[config.mk]
export PLATFORM = sky130hd
export DESIGN_NAME = pipe_exc_ctl_flat
export DESIGN_NICKNAME = d
export VERILOG_FILES = /design/src/rtl/pipe_exc_if.sv /design/src/rtl/pipe_exc_ctl.sv /design/src/flat_wrapper.sv
export SDC_FILE = /design/constraint.sdc
export NUM_CORES = 1
export LEC_CHECK = 0
export ABC_AREA = 1
export ABC_CLOCK_PERIOD_IN_PS = 1200
export CAP_MARGIN = 40
export CORE_ASPECT_RATIO = 0.75
export CORE_MARGIN = 1
export CORE_UTILIZATION = 29
export CTS_CLUSTER_SIZE = 40
export DETAILED_ROUTE_END_ITERATION = 7
export HOLD_SLACK_MARGIN = 0.05
export MAX_ROUTING_LAYER = met4
export PLACE_DENSITY_LB_ADDON = 0.2
export SETUP_SLACK_MARGIN = 0.02
export SYNTH_ARGS = -nofsm -noshare
export SYNTH_HDL_FRONTEND = slang
export SYNTH_SLANG_ARGS = --single-unit
[constraint.sdc]
create_clock -name clk -period 1.2 [get_ports clk]
set_clock_uncertainty 0.05 [all_clocks]
set_input_delay 0.24 -clock clk [delete_from_list [all_inputs] [get_ports clk]]
set_output_delay 0.24 -clock clk [all_outputs]
set_load 0.02 [all_outputs]
[src/rtl/pipe_exc_if.sv]
// Bundle between the ID-stage decode and the exception sequencer: ID-stage
// status and decode flags flow in, PC redirect / cancel / ack strobes and the
// EPC, Cause and IE state flow out. No handshake; every signal is a per-cycle level.
// Ports: intr, d_valid, d_stall, d_isbd, d_syscall, d_eret, dpc (to sequencer);
//        cancel, redirect, exc_pc, inta, epc, cause, ie (from sequencer).
interface pipe_exc_if;
   logic        intr;
   logic        d_valid;
   logic        d_stall;
   logic        d_isbd;
   logic        d_syscall;
   logic        d_eret;
   logic [31:0] dpc;
   logic        cancel;
   logic        redirect;
   logic [31:0] exc_pc;
   logic        inta;
   logic [31:0] epc;
   logic [31:0] cause;
   logic        ie;

   // Pipeline side: drives the ID-stage view, consumes the strobes.
   modport master (
      output intr, d_valid, d_stall, d_isbd, d_syscall, d_eret, dpc,
      input  cancel, redirect, exc_pc, inta, epc, cause, ie
   );

   // Sequencer side.
   modport slave (
      input  intr, d_valid, d_stall, d_isbd, d_syscall, d_eret, dpc,
      output cancel, redirect, exc_pc, inta, epc, cause, ie
   );
endinterface

[src/rtl/pipe_exc_ctl.sv]
// Interrupt / syscall / eret sequencer for the ID stage; owns EPC, Cause, IE.
// Latency: redirect/cancel/inta combinational in the take/return cycle; state at next posedge.
// Backpressure: d_stall (or d_valid=0) holds the sequencer; a pending interrupt waits past delay slots.
// Ports: clk, clrn (async active-low reset), bus (pipe_exc_if.slave).
module pipe_exc_ctl #(
   parameter logic [31:0] VECTOR   = 32'h0000_0008,
   parameter logic [4:0]  INT_CODE = 5'd0,
   parameter logic [4:0]  SYS_CODE = 5'd8,
   parameter logic        IE_RESET = 1'b1
) (
   input  logic       clk,
   input  logic       clrn,
   pipe_exc_if.slave  bus
);

   typedef enum logic [1:0] {
      S_IDLE  = 2'd0,
      S_PEND  = 2'd1,
      S_FLUSH = 2'd2
   } state_e;

   state_e      state_q, state_d;
   logic [31:0] epc_q, epc_d;
   logic [4:0]  code_q, code_d;
   logic        ie_q, ie_d;

   logic        ok;
   logic        cancel_c;
   logic        redirect_c;
   logic        inta_c;
   logic [31:0] exc_pc_c;

   // The ID instruction may act only when it is real and not interlocked.
   assign ok = bus.d_valid & ~bus.d_stall;

   always_comb begin
      state_d    = state_q;
      epc_d      = epc_q;
      code_d     = code_q;
      ie_d       = ie_q;
      cancel_c   = 1'b0;
      redirect_c = 1'b0;
      inta_c     = 1'b0;
      exc_pc_c   = VECTOR;

      case (state_q)
         S_IDLE: begin
            if (ok && bus.d_syscall) begin
               redirect_c = 1'b1;
               cancel_c   = 1'b1;
               exc_pc_c   = VECTOR;
               epc_d      = bus.dpc;
               code_d     = SYS_CODE;
               ie_d       = 1'b0;
               state_d    = S_FLUSH;
            end else if (ok && bus.d_eret) begin
               // Return target is the EPC held before this edge.
               redirect_c = 1'b1;
               cancel_c   = 1'b1;
               exc_pc_c   = epc_q;
               ie_d       = 1'b1;
               state_d    = S_FLUSH;
            end else if (bus.intr && ie_q) begin
               // Request is latched here; it survives intr dropping.
               state_d = S_PEND;
            end
         end

         S_PEND: begin
            // Never interrupt a delay-slot instruction: EPC would lose the branch.
            if (ok && !bus.d_isbd) begin
               redirect_c = 1'b1;
               cancel_c   = 1'b1;
               inta_c     = 1'b1;
               exc_pc_c   = VECTOR;
               epc_d      = bus.dpc;
               code_d     = INT_CODE;
               ie_d       = 1'b0;
               state_d    = S_FLUSH;
            end
         end

         S_FLUSH: begin
            // Kill the wrong-path instruction fetched alongside the redirect.
            cancel_c = 1'b1;
            state_d  = (bus.intr && ie_q) ? S_PEND : S_IDLE;
         end

         default: begin
            state_d = S_IDLE;
         end
      endcase
   end

   always_ff @(posedge clk or negedge clrn) begin
      if (!clrn) begin
         state_q <= S_IDLE;
         epc_q   <= 32'h0;
         code_q  <= 5'd0;
         ie_q    <= IE_RESET;
      end else begin
         state_q <= state_d;
         epc_q   <= epc_d;
         code_q  <= code_d;
         ie_q    <= ie_d;
      end
   end

   assign bus.cancel   = cancel_c;
   assign bus.redirect = redirect_c;
   assign bus.inta     = inta_c;
   assign bus.exc_pc   = exc_pc_c;
   assign bus.epc      = epc_q;
   assign bus.cause    = {25'b0, code_q, 2'b00};
   assign bus.ie       = ie_q;

endmodule

[src/flat_wrapper.sv]
// flat-port wrapper written by rule: the top's interface ports become plain ports
module pipe_exc_ctl_flat 
#(
   parameter logic [31:0] VECTOR   = 32'h0000_0008,
   parameter logic [4:0]  INT_CODE = 5'd0,
   parameter logic [4:0]  SYS_CODE = 5'd8,
   parameter logic        IE_RESET = 1'b1
)
  (clk, clrn, bus_intr, bus_d_valid, bus_d_stall, bus_d_isbd, bus_d_syscall, bus_d_eret, bus_dpc, bus_cancel, bus_redirect, bus_exc_pc, bus_inta, bus_epc, bus_cause, bus_ie);
  pipe_exc_if bus_i ();
  input  logic clk;
  input  logic clrn;
  input wire logic [$bits(bus_i.intr)-1:0] bus_intr;
  input wire logic [$bits(bus_i.d_valid)-1:0] bus_d_valid;
  input wire logic [$bits(bus_i.d_stall)-1:0] bus_d_stall;
  input wire logic [$bits(bus_i.d_isbd)-1:0] bus_d_isbd;
  input wire logic [$bits(bus_i.d_syscall)-1:0] bus_d_syscall;
  input wire logic [$bits(bus_i.d_eret)-1:0] bus_d_eret;
  input wire logic [$bits(bus_i.dpc)-1:0] bus_dpc;
  output wire logic [$bits(bus_i.cancel)-1:0] bus_cancel;
  output wire logic [$bits(bus_i.redirect)-1:0] bus_redirect;
  output wire logic [$bits(bus_i.exc_pc)-1:0] bus_exc_pc;
  output wire logic [$bits(bus_i.inta)-1:0] bus_inta;
  output wire logic [$bits(bus_i.epc)-1:0] bus_epc;
  output wire logic [$bits(bus_i.cause)-1:0] bus_cause;
  output wire logic [$bits(bus_i.ie)-1:0] bus_ie;
  assign bus_i.intr = bus_intr;
  assign bus_i.d_valid = bus_d_valid;
  assign bus_i.d_stall = bus_d_stall;
  assign bus_i.d_isbd = bus_d_isbd;
  assign bus_i.d_syscall = bus_d_syscall;
  assign bus_i.d_eret = bus_d_eret;
  assign bus_i.dpc = bus_dpc;
  assign bus_cancel = bus_i.cancel;
  assign bus_redirect = bus_i.redirect;
  assign bus_exc_pc = bus_i.exc_pc;
  assign bus_inta = bus_i.inta;
  assign bus_epc = bus_i.epc;
  assign bus_cause = bus_i.cause;
  assign bus_ie = bus_i.ie;
  pipe_exc_ctl #(.VECTOR(VECTOR), .INT_CODE(INT_CODE), .SYS_CODE(SYS_CODE), .IE_RESET(IE_RESET)) u_core (.clk(clk), .clrn(clrn), .bus(bus_i));
endmodule
==> impl_metrics.yaml, run 1 <==
run_status:
  status: "complete, but fails checks"
  violations: "setup timing"
clocking:
  cts.htree.levels: 2
  clockRootBuffer: "clkbuf_8"
  cts_sinks: 36
  clkTransAtPathRegs_ps: 80
  clk_latency_ps: 280
  cts_buffer_depth: 2
  cts_tree: "yes"
  cts_made_buffers: 5
placement:
  hpwl_microns: 4035
  gp_congestion: 0.7659
  io_buffers: 108
  detailedPlace.worstSlack_ps: -1111
global_routing:
  grt_pass1_vias: 1939
  overflow: 0
  grt_pass1_wl_microns: 9528
  grt.total_usage_pct: 19.18
  antenna_found_initial: 0
  grt_max_degree: 24
synth:
  synth_seq_cells: 36
  ys_types: 17
  syn_avg_cell_area_sq_um: 7.829
  yosysSeqAreaShare_pct: 47.81
  syn-cell-area_sq_um: 1887
  yosys_warnings: 0
  post_synth_inst_count: 241
route:
  drt-total-wl_microns: 6196
  wl_per_cell_microns: 12.52
  vias: 2036
  viasPerCell: 4.113
  drc: 0
  drtAntennaViolNets: 0
  drt_iter0_drc: 53
  first_pass_iters: 4
setup_path:
  cp-start-kind: "flip-flop"
  cp_max_fo: 5
  worstPathArrival_ps: 1480
  cp-end-kind: "primary output"
  critPathKind: "reg2out"
  critPathLaunch: "u_core.state_q[1]"
  crit_required_ps: 910
  rr_startpoint: "u_core.state_q[1]"
cells_and_area:
  area_delta_synth_final_pct: 116.1
  drive_above_1_share_pct: 46.62
  num_antenna_cells: 0
  nets: 453
  final_common_cell: "buf_6"
  layout_common_cells: "buf_6 (70), nand2_1 (40), buf_4 (40)"
power:
  p_leak_uw: 0.001982
  swShare_pct: 40.33
  p_total_uw: 8411
  powerDensity_nw_per_um2: 2063
  p_comb_share_pct: 61.7
  seq_power_share_pct: 25.8
  switching_power_uw: 3392
  internal_power_uw: 5019
  ir_drop_uv: 1435
  clock_power_share_pct: 12.5
floorplan:
  ios: 140
  die_h_microns: 71.86
  fp-row-count: 25
  initial_utilization_pct: 30.01
  coreArea_sq_um: 6287
  fp.dieW_microns: 95.14
  dieArea_sq_um: 6836
worst_hold_path:
  hold_path_class: "in2async"
sta:
  min_period_over_period_pct: 147.7
  setup_slack_ps: -572.5
  fmax_mhz: 564.2
  maxSlewViolCount: 0
  setup-violations-final: 81
  period_minus_slack_ps: 1772
  rsz0062_at_grt: "true"
  hold_viol: 0
run:
  max_cap_viol_count: 0
state kept, by name, indices dropped and copies added, names as in the netlist:
name	count
u_core.bus.ie	1
u_core.bus.epc	32
u_core.state_q	2
u_core.code_q	1
stage by stage:
stage | hold WS (ps) | std cells | area (sq um) | utilization (%) | TNS [ps]
after detailed placement | 149.5 | 465 | 3510 | 55.82 | -64350
after floorplan | -105.6 | 271 | 2300 | - | -8227
after global routing | 413.8 | 495 | 4078 | 64.86 | -39810
final | 391.2 | 495 | 4078 | 64.86 | -33280
after CTS | 394.7 | 494 | 4041 | 64.28 | -34770
after global placement | 143.2 | 465 | 3510 | 55.82 | -61980
what timing repair did:
item | in CTS | in global routing
pin swaps | 7 | 2
endpoints found under the setup margin | 105 | 92
cloned | 8 | 0
gates resized for setup | 425 | 12
hold buffers | 1 | 0
endpoints found under the hold margin | 35 | 0
setup buffers | 13 | 2
path summary, 6_finish.rpt:
kind | to | slack (ps) | cells past startpoint
min in group clk | u_core.bus.epc[24] | 450 | 3
max in group asynchronous | u_core.bus.ie | 330 | 3
hold reg to reg | u_core.bus.epc[27] | 530 | 2
hold / removal | u_core.bus.epc[5] | 390 | 3
setup / recovery | bus_exc_pc[10] | -570 | 5
setup reg to reg | u_core.bus.epc[11] | -530 | 10
cell type report:
class | instances | area [sq um]
inverter | 40 | 150.1
clock buffer | 6 | 72.57
timing repair buffer | 175 | 1854
fill | 516 | 2210
sequential | 36 | 902.1
multi-input combinational | 155 | 962.2
tap | 81 | 101.3
clock inverter | 2 | 35.03
power by group through the flow:
stage	Combinational [uW]	Clock (uW)	Sequential, uW
after floorplan	1520	0	2830
after global placement	4480	0	2100
after detailed placement	4520	0	2120
after CTS	5130	1070	2160
after global routing	5550	1130	2240
final	5190	1050	2170
layer usage:
| metal | GRT usage, % | up-vias | part of all wire (%) |
|---|---|---|---|
| met2 | 32.54 | 88 | 49 |
| met5 | - | - | 0 |
| li1 | - | 1014 | - |
| met1 | 23.55 | 932 | 43 |
| met4 | 4.545 | 0 | 0.37 |
| met3 | 3.609 | 2 | 7.2 |
cells in the mapped netlist, drive strengths merged:
cell type / instances / area share [%]
o211ai: 1 / 0.40
dfstp: 1 / 1.4
buf: 38 / 15
a31oi: 1 / 0.33
o21ai: 33 / 9.4
nand2: 43 / 8.6
nand4: 2 / 0.66
nand3: 7 / 1.9
clkbuf: 2 / 0.53
conb: 1 / 0.20
inv: 40 / 8.0
dfrtp: 35 / 46
nor2: 37 / 7.8
logic make-up (layout without fill, tap and decap cells):
| kind of cell | count (synthesis) | count (layout) | synth area share, % |
|---|---|---|---|
| buffers and inverters | 80 | 223 | 23.08 |
| other | 1 | 31 | 0.1987 |
| AND/OR/NAND/NOR | 89 | 89 | 18.83 |
| AO/OA/AOI/OAI | 35 | 35 | 10.08 |
| flip-flops | 36 | 36 | 47.81 |
critical path, stage by stage, from the launching register on:
cell and delay [ps]:
dfrtp_1 400, nor2_4 160, nand3_4 120, bufbuf_16 300
nor2_4 80, buf_4 140
Note: power is estimated with default switching activity, not from simulation.
==> inputs of run 2 (changes only) <==
--- a/config.mk
+++ b/config.mk
@@ -6,16 +6,16 @@
 export NUM_CORES = 1
 export LEC_CHECK = 0
 export ABC_AREA = 1
-export ABC_CLOCK_PERIOD_IN_PS = 1200
+export ABC_CLOCK_PERIOD_IN_PS = 1900
 export CAP_MARGIN = 40
-export CORE_ASPECT_RATIO = 0.75
+export CORE_ASPECT_RATIO = 1.25
 export CORE_MARGIN = 1
 export CORE_UTILIZATION = 29
 export CTS_CLUSTER_SIZE = 40
 export DETAILED_ROUTE_END_ITERATION = 7
 export HOLD_SLACK_MARGIN = 0.05
 export MAX_ROUTING_LAYER = met4
-export PLACE_DENSITY_LB_ADDON = 0.2
+export PLACE_DENSITY = 0.69
 export SETUP_SLACK_MARGIN = 0.02
 export SYNTH_ARGS = -nofsm -noshare
 export SYNTH_HDL_FRONTEND = slang
==> constraint.sdc (replaced) <==
create_clock -name clk -period 1.9 [get_ports clk]
set_clock_uncertainty 0.05 [all_clocks]
set_input_delay 0.38 -clock clk [delete_from_list [all_inputs] [get_ports clk]]
set_output_delay 0.38 -clock clk [all_outputs]
set_load 0.02 [all_outputs]
==> run 2 against run 1 <==
The run now ends clean. Via count shrank 8.4%. Utilization shrank 9.3 points. Wire length shrank 17%. First-iteration DRC count shrank 26%. Highest routed layer unchanged.
==> impl_metrics.yaml, run 2 (synthesized netlist as in run 1, its figures left out) <==
run_status:
  status: "completed"
clocking:
  clk_latency_ps: 290
  clkTransAtPathRegs_ps: 80
  clockRootBuffer: "clkbuf_8"
  cts.htree.levels: 2
  hold_buffers: 0
  cts_sinks: 36
  cts_buffer_depth: 2
  cts_tree: "yes"
  cts_made_buffers: 5
setup_path:
  cp-end-kind: "primary output"
  cp-start-kind: "flip-flop"
  cp.depth: 5
  crit_top_cell: "nor2_4"
  worstPathArrival_ps: 1470
  critical-path-top-delay-family: "simple AND/OR/NAND/NOR gates"
  reg2reg_depth: 6
  cp_max_fo: 8
  crit_buf_inv: 2
  max_stage_delay_ps: 420
  critPathKind: "reg2out"
  critPathSlowestCell: "dfrtp_1"
  cp_cell_sequence: "nor2_4 -> nand3_4 -> buf_12 -> nor2_4 -> buf_6"
  crit_required_ps: 1470
floorplan:
  coreArea_sq_um: 6246
  dieArea_sq_um: 6835
  die_h_microns: 92.18
  ios: 140
  initial_utilization_pct: 30.21
  fp.dieW_microns: 74.15
  fp-row-count: 32
global_routing:
  overflow: 0
  grt_pass1_wl_microns: 7997
  grt_pass1_vias: 1765
  grt.busiest_layer: "met2"
  grt.total_usage_pct: 15.81
  antenna_found_initial: 0
  grt_max_degree: 37
  grt_use_met2_pct: 28.71
  met1_usage_pct: 15.83
  met3_usage_pct: 4.176
route:
  drt-total-wl_microns: 5153
  drc: 0
  drt_iter0_drc: 39
  vias: 1864
  wl_per_cell_microns: 11.35
  viasPerCell: 4.106
  drtAntennaViolNets: 0
  first_pass_iters: 4
cells_and_area:
  finalInstanceArea_sq_um: 3471
  nets: 408
  largest_register_ffs: 32
  layout_common_cells: "clkdlybuf4s50_1 (67), nand2_1 (42), inv_1 (38)"
  num_antenna_cells: 0
  area_delta_synth_final_pct: 83.95
  final_common_cell: "clkdlybuf4s50_1"
  drive_above_1_share_pct: 29.81
run:
  max_cap_viol_count: 0
placement:
  detailedPlace.worstSlack_ps: -648.9
  gp_congestion: 0.7552
  io_buffers: 108
  placed_area_sq_um: 3034
  hpwl_microns: 3527
sta:
  maxSlewViolCount: 0
  min_period_over_period_pct: 99.80
  setup_slack_ps: 3.883
  setup-violations-final: 0
  rsz0062_at_grt: "true"
  hold_viol: 0
  period_minus_slack_ps: 1896
  fmax_mhz: 527.4
  setup_tns_ps: 0
power:
  p_leak_uw: 0.001603
  powerDensity_nw_per_um2: 1299
  ir_drop_uv: 646.0
worst_hold_path:
  hold_path_class: "in2async"
-- run 2: cell types whose count changed in the layout (fill, tap and decap cells not counted), sizes merged --
cell / delta
clkinvlp: +1
dlygate4sd3: -1
clkdlybuf4s50: +33
dlygate4sd2: -1
clkdlybuf4s15: +2
bufbuf: -3
buf: -76
-- run 2: metal layers --
layer  wire length (microns)  share of wire (%)
met3                     369                7.2
met2                    2807                 54
met5                       0                  0
met1                    1873                 36
met4                     103                2.0
-- run 2: through the flow --
stage,utilization (%),hold WS (ps),instances,total power [uW]
global placement,48.58,407.3,439,3557
finish,55.57,79.04,454,4507
detailed placement,48.58,409.3,439,3587
CTS,53.53,90.42,453,4452
global route,55.57,119.3,454,4798
floorplan,-,34.41,271,2487
-- run 2: area by class of cell --
type,instances,area [sq um]
Fill cell,583,2775
Clock buffer,5,68.82
Timing Repair Buffer,130,1314
Multi-Input combinational cell,155,887.1
Clock inverter,3,42.54
Tap cell,85,106.4
Sequential cell,36,902.1
Inverter,40,150.1
-- run 2: worst paths after layout --
path,start,endpoint,slack [ps]
max reg2reg,u_core.state_q[0],u_core.bus.epc[30],410
min,clrn,u_core.bus.epc[0],80
max in group asynchronous,clrn,u_core.bus.ie,1380
max,u_core.state_q[0],bus_exc_pc[26],4
min reg2reg,u_core.code_q[3],u_core.code_q[3],430
min in group clk,u_core.code_q[3],u_core.code_q[3],430
-- run 2: power breakdown --
part | switching [uW] | leakage [uW] | internal [uW]
sequential | 199 | 0.000441 | 1140
combinational | 1410 | 0.00111 | 1090
clock | 284 | 0.0000541 | 388
total | 1890 | 0.00160 | 2620
-- run 2: what timing repair did --
item | 4_1_cts | 5_1_grt
pin swaps | 3 | 4
gates cloned | 2 | 0
setup endpoints to repair | 36 | 35
buffers inserted | 4 | 1
resized for setup | 238 | 40
